$ cat src/rtl/sdram_pkg.sv
// Shared SDRAM definitions: command encodings, refresh FSM states, clog2 helper.
package sdram_pkg;

    // {CS_n, RAS_n, CAS_n, WE_n}
    localparam logic [3:0] CMD_NOP  = 4'b0111;
    localparam logic [3:0] CMD_PRE  = 4'b0010;
    localparam logic [3:0] CMD_AREF = 4'b0001;
    localparam logic [3:0] CMD_ACT  = 4'b0011;
    localparam logic [3:0] CMD_RD   = 4'b0101;
    localparam logic [3:0] CMD_WR   = 4'b0100;
    localparam logic [3:0] CMD_MRS  = 4'b0000;

    // Refresh FSM states
    localparam logic [2:0] ST_IDLE     = 3'd0;
    localparam logic [2:0] ST_PRE      = 3'd1;
    localparam logic [2:0] ST_WAIT_RP  = 3'd2;
    localparam logic [2:0] ST_AREF     = 3'd3;
    localparam logic [2:0] ST_WAIT_RFC = 3'd4;
    localparam logic [2:0] ST_DONE     = 3'd5;

    // Ceiling log2, usable in parameter expressions
    function automatic int clog2(input int v);
        int r;
        r = 0;
        while ((1 << r) < v) r++;
        return r;
    endfunction

endpackage

$ cat src/rtl/sdram_ref_tick.sv
// Refresh interval timer: counts 0..REF_INTERVAL-1 while init is done and
// flags the wrap cycle as a one-cycle tick. Held at zero until init completes.
module sdram_ref_tick
    import sdram_pkg::*;
#(
    parameter int REF_INTERVAL = 1500
) (
    input  logic i_sclk,
    input  logic i_rst_n,
    input  logic i_init_done,
    output logic o_tick
);

    localparam int CW = (clog2(REF_INTERVAL + 1) < 1) ? 1 : clog2(REF_INTERVAL + 1);

    logic [CW-1:0] r_cnt;
    logic          w_wrap;

    assign w_wrap = (r_cnt == CW'(REF_INTERVAL - 1));
    assign o_tick = i_init_done && w_wrap;

    // Interval counter, forced to zero while init is incomplete
    always_ff @(posedge i_sclk or negedge i_rst_n) begin
        if (!i_rst_n)          r_cnt <= '0;
        else if (!i_init_done) r_cnt <= '0;
        else if (w_wrap)       r_cnt <= '0;
        else                   r_cnt <= r_cnt + 1'b1;
    end

endmodule

$ cat src/rtl/sdram_aref_ctrl.sv
// SDRAM auto-refresh engine: accumulates refresh debt from the interval timer
// and, when granted, issues PRE-all followed by one AREF (or a burst of AREFs
// until the debt is cleared). All outputs are registered.
module sdram_aref_ctrl
    import sdram_pkg::*;
#(
    parameter int REF_INTERVAL = 1500,
    parameter int T_RP         = 2,
    parameter int T_RFC        = 7,
    parameter int MAX_DEBT     = 8,
    parameter int URGENT_LVL   = 6,
    parameter int ADDR_W       = 12,
    localparam int DW          = clog2(MAX_DEBT + 1)
) (
    input  logic              sclk,
    input  logic              rst_n,
    input  logic              init_done,
    input  logic              aref_en,
    input  logic              burst_all,
    output logic              aref_req,
    output logic              aref_urgent,
    output logic              aref_busy,
    output logic              aref_end,
    output logic [3:0]        aref_cmd,
    output logic [ADDR_W-1:0] aref_addr,
    output logic [DW-1:0]     aref_debt,
    output logic              aref_overflow
);

    localparam int TMAX = (T_RP > T_RFC) ? T_RP : T_RFC;
    localparam int WC_W = clog2(TMAX + 1) + 1;

    logic [2:0]      r_state, w_state_nxt;
    logic [WC_W-1:0] r_wcnt, w_wcnt_nxt;
    logic            r_burst, w_burst_nxt;
    logic [DW-1:0]   r_debt, w_debt_nxt;
    logic            r_ovf, w_ovf_nxt;
    logic [3:0]      r_cmd;
    logic            r_req, r_urgent, r_busy, r_end;
    logic            w_tick, w_dec, w_again;

    sdram_ref_tick #(
        .REF_INTERVAL (REF_INTERVAL)
    ) u_tick (
        .i_sclk      (sclk),
        .i_rst_n     (rst_n),
        .i_init_done (init_done),
        .o_tick      (w_tick)
    );

    // The AREF cycle pays one refresh; never drop below zero (debt may have
    // been cleared by init_done falling mid-sequence).
    assign w_dec = (r_state == ST_AREF) && (r_debt != '0);

    // Repeat decision looks at next-cycle debt so the AREF decrement is seen
    // even when T_RFC=1 leaves no wait state in between.
    assign w_again = r_burst && (w_debt_nxt != '0);

    // Debt bookkeeping: tick adds, AREF subtracts, simultaneous events cancel
    always_comb begin
        w_debt_nxt = r_debt;
        w_ovf_nxt  = r_ovf;
        if (!init_done) begin
            w_debt_nxt = '0;
        end else if (w_tick && !w_dec) begin
            if (r_debt == DW'(MAX_DEBT)) w_ovf_nxt  = 1'b1;
            else                         w_debt_nxt = r_debt + 1'b1;
        end else if (!w_tick && w_dec) begin
            w_debt_nxt = r_debt - 1'b1;
        end
    end

    // Sequence FSM: PRE -> tRP -> AREF -> tRFC -> (AREF ...) -> DONE
    always_comb begin
        w_state_nxt = r_state;
        w_wcnt_nxt  = r_wcnt;
        w_burst_nxt = r_burst;
        case (r_state)
            ST_IDLE: begin
                if (aref_en && (r_debt != '0)) begin
                    w_state_nxt = ST_PRE;
                    w_burst_nxt = burst_all;
                end
            end
            ST_PRE: begin
                if (T_RP == 1) begin
                    w_state_nxt = ST_AREF;
                end else begin
                    w_state_nxt = ST_WAIT_RP;
                    w_wcnt_nxt  = WC_W'(T_RP - 2);
                end
            end
            ST_WAIT_RP: begin
                if (r_wcnt == '0) w_state_nxt = ST_AREF;
                else              w_wcnt_nxt  = r_wcnt - 1'b1;
            end
            ST_AREF: begin
                if (T_RFC == 1) begin
                    w_state_nxt = w_again ? ST_AREF : ST_DONE;
                end else begin
                    w_state_nxt = ST_WAIT_RFC;
                    w_wcnt_nxt  = WC_W'(T_RFC - 2);
                end
            end
            ST_WAIT_RFC: begin
                if (r_wcnt == '0) w_state_nxt = w_again ? ST_AREF : ST_DONE;
                else              w_wcnt_nxt  = r_wcnt - 1'b1;
            end
            ST_DONE:  w_state_nxt = ST_IDLE;
            default:  w_state_nxt = ST_IDLE;
        endcase
    end

    // State, debt and registered output decode (outputs follow next state)
    always_ff @(posedge sclk or negedge rst_n) begin
        if (!rst_n) begin
            r_state  <= ST_IDLE;
            r_wcnt   <= '0;
            r_burst  <= 1'b0;
            r_debt   <= '0;
            r_ovf    <= 1'b0;
            r_cmd    <= CMD_NOP;
            r_req    <= 1'b0;
            r_urgent <= 1'b0;
            r_busy   <= 1'b0;
            r_end    <= 1'b0;
        end else begin
            r_state  <= w_state_nxt;
            r_wcnt   <= w_wcnt_nxt;
            r_burst  <= w_burst_nxt;
            r_debt   <= w_debt_nxt;
            r_ovf    <= w_ovf_nxt;
            r_cmd    <= (w_state_nxt == ST_PRE)  ? CMD_PRE  :
                        (w_state_nxt == ST_AREF) ? CMD_AREF : CMD_NOP;
            r_req    <= (w_state_nxt == ST_IDLE) && (w_debt_nxt != '0);
            r_urgent <= (w_debt_nxt >= DW'(URGENT_LVL));
            r_busy   <= (w_state_nxt != ST_IDLE);
            r_end    <= (w_state_nxt == ST_DONE);
        end
    end

    assign aref_cmd      = r_cmd;
    assign aref_addr     = ADDR_W'(1 << 10);
    assign aref_debt     = r_debt;
    assign aref_overflow = r_ovf;
    assign aref_req      = r_req;
    assign aref_urgent   = r_urgent;
    assign aref_busy     = r_busy;
    assign aref_end      = r_end;

endmodule

$ cat config.mk
export PLATFORM = sky130hd
export DESIGN_NAME = sdram_aref_ctrl
export DESIGN_NICKNAME = d
export VERILOG_FILES = /design/src/rtl/sdram_pkg.sv /design/src/rtl/sdram_ref_tick.sv /design/src/rtl/sdram_aref_ctrl.sv
export SDC_FILE = /design/constraint.sdc
export NUM_CORES = 1
export LEC_CHECK = 0
export ABC_AREA = 1
export ABC_CLOCK_PERIOD_IN_PS = 3100
export BUFFER_PORTS_ARGS = -buffer_cell sky130_fd_sc_hd__buf_2
export CAP_MARGIN = 20
export CORE_MARGIN = 4
export CORE_UTILIZATION = 40
export CTS_CLUSTER_SIZE = 20
export DETAILED_ROUTE_END_ITERATION = 8
export SYNTH_ARGS = -nofsm -noshare
export SYNTH_HDL_FRONTEND = slang
export SYNTH_HIERARCHICAL = 1
export SYNTH_SLANG_ARGS = --single-unit
$ cat constraint.sdc
create_clock -name sclk -period 3.1 [get_ports sclk]
set_input_delay 0.93 -clock sclk [delete_from_list [all_inputs] [get_ports sclk]]
set_output_delay 0.93 -clock sclk [all_outputs]
set_load 0.005 [all_outputs]
# Word-level counts from Yosys, hierarchy flattened
# Index checks and enable logic that the tools add are counted.
dict set report word_totals {
  regBits 31
  inputBits 5
}
dict set report classes {
  n_addsub 4
  magnitude_cmp 1
  eq_ne 10
  mux 15
  n_reduce_logical 20
}
# cell count
set ops {}
lappend ops {{$mux 11} 2}
lappend ops {{$mux 4} 5}
lappend ops {{$mux 3} 6}
lappend ops {{$pmux 3 s5} 1}
lappend ops {{$pmux 4 s3} 1}
lappend ops {{$add 11x1->11 const B} 1}
lappend ops {{$eq 11x11->1 const B} 1}
lappend ops {{$eq 3x2->1 const B} 3}
lappend ops {{$reduce_bool 4->1} 2}
lappend ops {{$sub 4x1->4 const B} 2}
lappend ops {{$logic_and 1x1->1} 7}
lappend ops {{$eq 3x1->1 const B} 2}
lappend ops {{$eq 3x3->1 const B} 2}
lappend ops {{$logic_not 3->1} 2}
lappend ops {{$reduce_bool 3->1} 2}
lappend ops {{$add 4x1->4 const B} 1}
lappend ops {{$eq 4x4->1 const B} 1}
lappend ops {{$ge 4x3->1 const B} 1}
lappend ops {{$logic_not 4->1} 1}
lappend ops {{$reduce_and 2->1} 2}
lappend ops {{$reduce_and 3->1} 1}
lappend ops {{$logic_not 1->1} 2}
lappend ops {{$ne 2x2->1 const B} 1}
lappend ops {{$reduce_or 2->1} 1}

# Depth between registers and ports, before layout
dict set report logic_depth {
  word_depth 15
  ltp_mapped 15
  mapped_depth_nobuf 15
}

# By module
# Netlist, hierarchy kept.
# module n_inst cells_per_inst area_per_inst_um2
set modules_own_cells {}
lappend modules_own_cells {sdram_aref_ctrl 1 146 1238.7}
lappend modules_own_cells {sdram_ref_tick 1 72 578.1}

# Worst setup path after synthesis
# Ideal clock, no wire load.
dict set report synth_path {
  path_type {in2reg}
  start {input port init_done}
  end {register r_end, in the netlist aref_end}
  setup_time_ns 0.073
  arrival_time_ns 2.094
  path_slack_ns 0.933
  cell_stages 12
  path_buffers 0
  cell_sequence {inv_1 nor2_1 inv_1 nand3_4 nand2_1 nand2_1 nand2_1 nand3_1 nand2_1 o21bai_4 nand2_2 a21oi_2}
}
dict set report synth_between {
  elab_chain_cells 12
}
# element line
set synth_rtl {}
lappend synth_rtl {{from (decl)} sdram_aref_ctrl.sv:17} ;# input logic init_done,
lappend synth_rtl {{$logic_and 1x1->1 (*)} sdram_ref_tick.sv:20} ;# assign o_tick = i_init_done && w_wrap;
lappend synth_rtl {{named net w_tick} sdram_aref_ctrl.sv:40} ;# logic w_tick, w_dec, w_again;
lappend synth_rtl {{$logic_not 1->1} sdram_aref_ctrl.sv:68} ;# end else if (!w_tick && w_dec) begin
lappend synth_rtl {{$logic_and 1x1->1} sdram_aref_ctrl.sv:68}
lappend synth_rtl {{$mux 4} sdram_aref_ctrl.sv:68}
lappend synth_rtl {{$mux 4 (*)} sdram_aref_ctrl.sv:65} ;# end else if (w_tick && !w_dec) begin
lappend synth_rtl {{$mux 4 (*)} sdram_aref_ctrl.sv:63} ;# if (!init_done) begin
lappend synth_rtl {{$reduce_bool 4->1 (*)} sdram_aref_ctrl.sv:57} ;# assign w_again = r_burst && (w_debt_nxt != '0);
lappend synth_rtl {{$logic_and 1x1->1 (*)} sdram_aref_ctrl.sv:57}
lappend synth_rtl {{$mux 3 (*) (2 in series)} sdram_aref_ctrl.sv:106} ;# if (r_wcnt == '0) w_state_nxt = w_again ? ST_AREF : ST_DONE;
lappend synth_rtl {{$pmux 3 s5 (*)} sdram_aref_ctrl.sv:78} ;# case (r_state)
lappend synth_rtl {{$eq 3x3->1 (*)} sdram_aref_ctrl.sv:138} ;# r_end <= (w_state_nxt == ST_DONE);
lappend synth_rtl {{to (signal assigned)} sdram_aref_ctrl.sv:138}
lappend synth_rtl {{to (decl)} sdram_aref_ctrl.sv:39} ;# logic r_req, r_urgent, r_busy, r_end;
# Mark *: on every way through the listed nets, which the timed path passes. The rest lies on a longest branch.
# A chain may end at the register's enable or synchronous reset.

# Worst setup path in the final report
# Ends and elaborated chain as after synthesis.

==> impl_results.md <==
* Die area at 5680 sq um
* Post-synth top area share at 0.386
* Routability cong. at 0.829
* DR WL/cell at 11.0 um
* Largest family of logic cells by synthesized area: simple AND/OR/NAND/NOR gates
* Pins over their slew limit at 0
* R2R depth at 15
* Total iterations of the first detailed-routing run at 4
* Hold Crit Endpoint: aref_overflow
* Final worst slack at 0.819 ns
* Total GRT Usage at 0.134
* Hold Buf Count CTS at 0
* Status: finished clean
* Starting Density at 0.414
* Post-Route Utilization at 0.457
* Simple-gate share of the synthesized area at 0.306
* Final ANT Viol Nets at 0
* Hold Crit Class: reg -> reg
* Largest net degree at the start of global routing at 32
* Worst-Skew Late Latency at 0.29 ns
* Post-route setup TNS at 0 ns
* CP Data Arrival Time at 2.49 ns
* Initial DRC count at 87
* H-Tree Depth at 2
* Total CTS buffers at 5
* Crit-path max FO at 9
* Min Hold Slack at 0.462 ns
* Initial antenna violation count at 0
* Final Hold Fails at 0
* Dominant synthesized flop cell: dfrtp_1
* Core area at 4380 sq um
* Area Overhead vs Synth at 10.4%
* Worst Skew at 0.00925 ns
* Adder-Cell Fraction of Synth Area at 0.0344
* Register area share after synthesis at 0.429
* XOR/XNOR share of the synthesized area at 0.0241
* CTS resizes at 0
* Area contributors post-synth: dfrtp_1 (39%), nand2_1 (8.1%), inv_1 (7.2%)
* Hold Path Depth at 1
* Boundary Pins at 30
* Clock slew at reported path FFs at 0.06 ns
* Most common cell in the netlist: nand2_1
* Max Clk Rate at 0.438 GHz
* HP Start: aref_overflow
* Leakage at 1.07 nW
* Clock tree sinks at 31
* Seq cells post-synth at 31
* RR Startpoint: u_tick/r_cnt[0]
* Layout cells sized above 1 at 0.204
* Root buffer cell: clkbuf_8
* Final min period at 2.28 ns
* Max capacitance violation total at 0
* Remaining DRCs at 0
* Total power at 1.18 mW
* Worst Tran Pin Value at 0.683 ns
* Setup Fix Bufs, Post-CTS at 0
* Die H at 75.4 um
* First-pass GRT wire length at 5.72 mm
* Pre-CTS setup slack at 0.530 ns
* Routed vias at 1366
* CTS tree: yes
* Die W at 75.4 um
* Mux share of post-synthesis cell area at 0
* Number of synthesized flops with an enable pin at 0
* Unique masters post-synth at 33
* Post-DP HPWL at 2.45 mm
* Final setup vio count at 0
* Async set-reset flop share out of synthesis at 1.00
* IO Port Bufs at 16
* Final #Nets at 249
* YS warnings at 6
* Final worst path period share at 0.736
* Setup crit start kind: input pin
* Slack of the worst reg-to-reg path at 0.82 ns
* RSZ-0062 raised after global routing: no
* Routed wire length at 3.22 mm
* Most frequent cells after synthesis: nand2_1 (39), inv_1 (35), dfrtp_1 (28), nor2_1 (24), nand3_1 (18)
* Compound-Gate Fraction of Synth Area at 0.0744
* GRT overflow at 0
* Number of global-route vias before repair at 1306
* Cell Area, Synth at 1820 sq um
* CP Class: in -> reg
* Maximum vdd drop at 0.000309 V
* Syn avg cell area at 8.33 sq um
* Std-Cell Rows at 24
* CP required at 3.31 ns
* Vias/cell at 4.68
* RR Endpoint: aref_end
* Ant. Diodes at 0
* Pwr dens at 588 nW/um^2
* Rel. slew slack at 0.545
* Cells after Synth at 218
* Clock tree buffer depth at 2
* Fillcell total at 431
* Biggest area consumer among synthesized cells: dfrtp_1
* Crit path capture type: register
how the worst max path moves through the flow:
stage,from,slack (ns),to,depth (start not counted)
4_1_cts,u_tick/r_cnt[0],0.80,aref_end,15
3_5_place_dp,init_done,0.53,aref_end,13
5_1_grt,u_tick/r_cnt[0],0.53,aref_end,15
2_1_floorplan,init_done,0.93,aref_end,12
3_3_place_gp,init_done,0.59,aref_end,13
6_report,init_done,0.82,aref_end,13
per-layer routing:
| metal | global-route usage | vias up | wire length (um) |
|---|---|---|---|
| li1 | - | 708 | - |
| met1 | 0.172 | 633 | 1510 |
| met2 | 0.212 | 21 | 1510 |
| met3 | 0.0488 | 4 | 157 |
| met4 | 0.0408 | 0 | 42 |
| met5 | 0 | - | 0 |
critical path, cell delays in order:
cell and delay (ns):
buf_2 0.19, inv_1 0.10, nor2_1 0.27, inv_1 0.15
nand3_4 0.13, nand2_1 0.06, nand2_1 0.06, nand2_1 0.05
nand3_1 0.10, nand2_1 0.11, o21bai_4 0.16, nand2_2 0.09
a21oi_2 0.11
logic make-up after synthesis:
| group | after synthesis |
|---|---|
| other | 2 |
| adder cells (fa/ha/maj) | 5 |
| buffers and inverters | 49 |
| XOR/XNOR | 5 |
| flip-flops | 31 |
| AO/OA/AOI/OAI | 19 |
| AND/OR/NAND/NOR | 107 |
metrics by stage:
step,area (sq um),cells
2_1_floorplan,1860,229
3_3_place_gp,1910,284
3_5_place_dp,1910,284
4_1_cts,2010,292
5_1_grt,2010,292
6_report,2010,292
sequential cells by signal, summed over array words and instances, names as in the netlist, 3 cells and up:
signal,cells
u_tick/r_cnt,11
r_wcnt,4
aref_cmd,3
r_state,3
aref_debt,4
final cells by class:
type / count / area (sq um) / share of cell area
clock buffers: 8 / 100 / 0.0499
inverters: 36 / 135 / 0.0674
multi-input cells: 149 / 846 / 0.422
flip-flops and latches: 31 / 779 / 0.389
well taps: 52 / 65.1 / 0.0324
repair buffers: 16 / 80.1 / 0.0399
placed cells by master, fill, tap and decap left out, types with 4 or more instances in the layout:
cell,instances
nand2_1,39
inv_1,35
dfrtp_1,28
nor2_1,24
nand3_1,18
buf_2,16
conb_1,13
clkbuf_8,7
nand4_1,5
o21ai_0,5
ha_1,5
nand2_2,4
nand3_2,4
nor3_1,4
a21oi_1,4
power breakdown:
| part | leakage, nW | switching (mW) | internal, mW |
|---|---|---|---|
| Clock | 0.0515 | 0.150 | 0.203 |
| Combinational | 0.608 | 0.213 | 0.110 |
| Sequential | 0.407 | 0.0365 | 0.467 |
(Power assumes the default switching activity.)
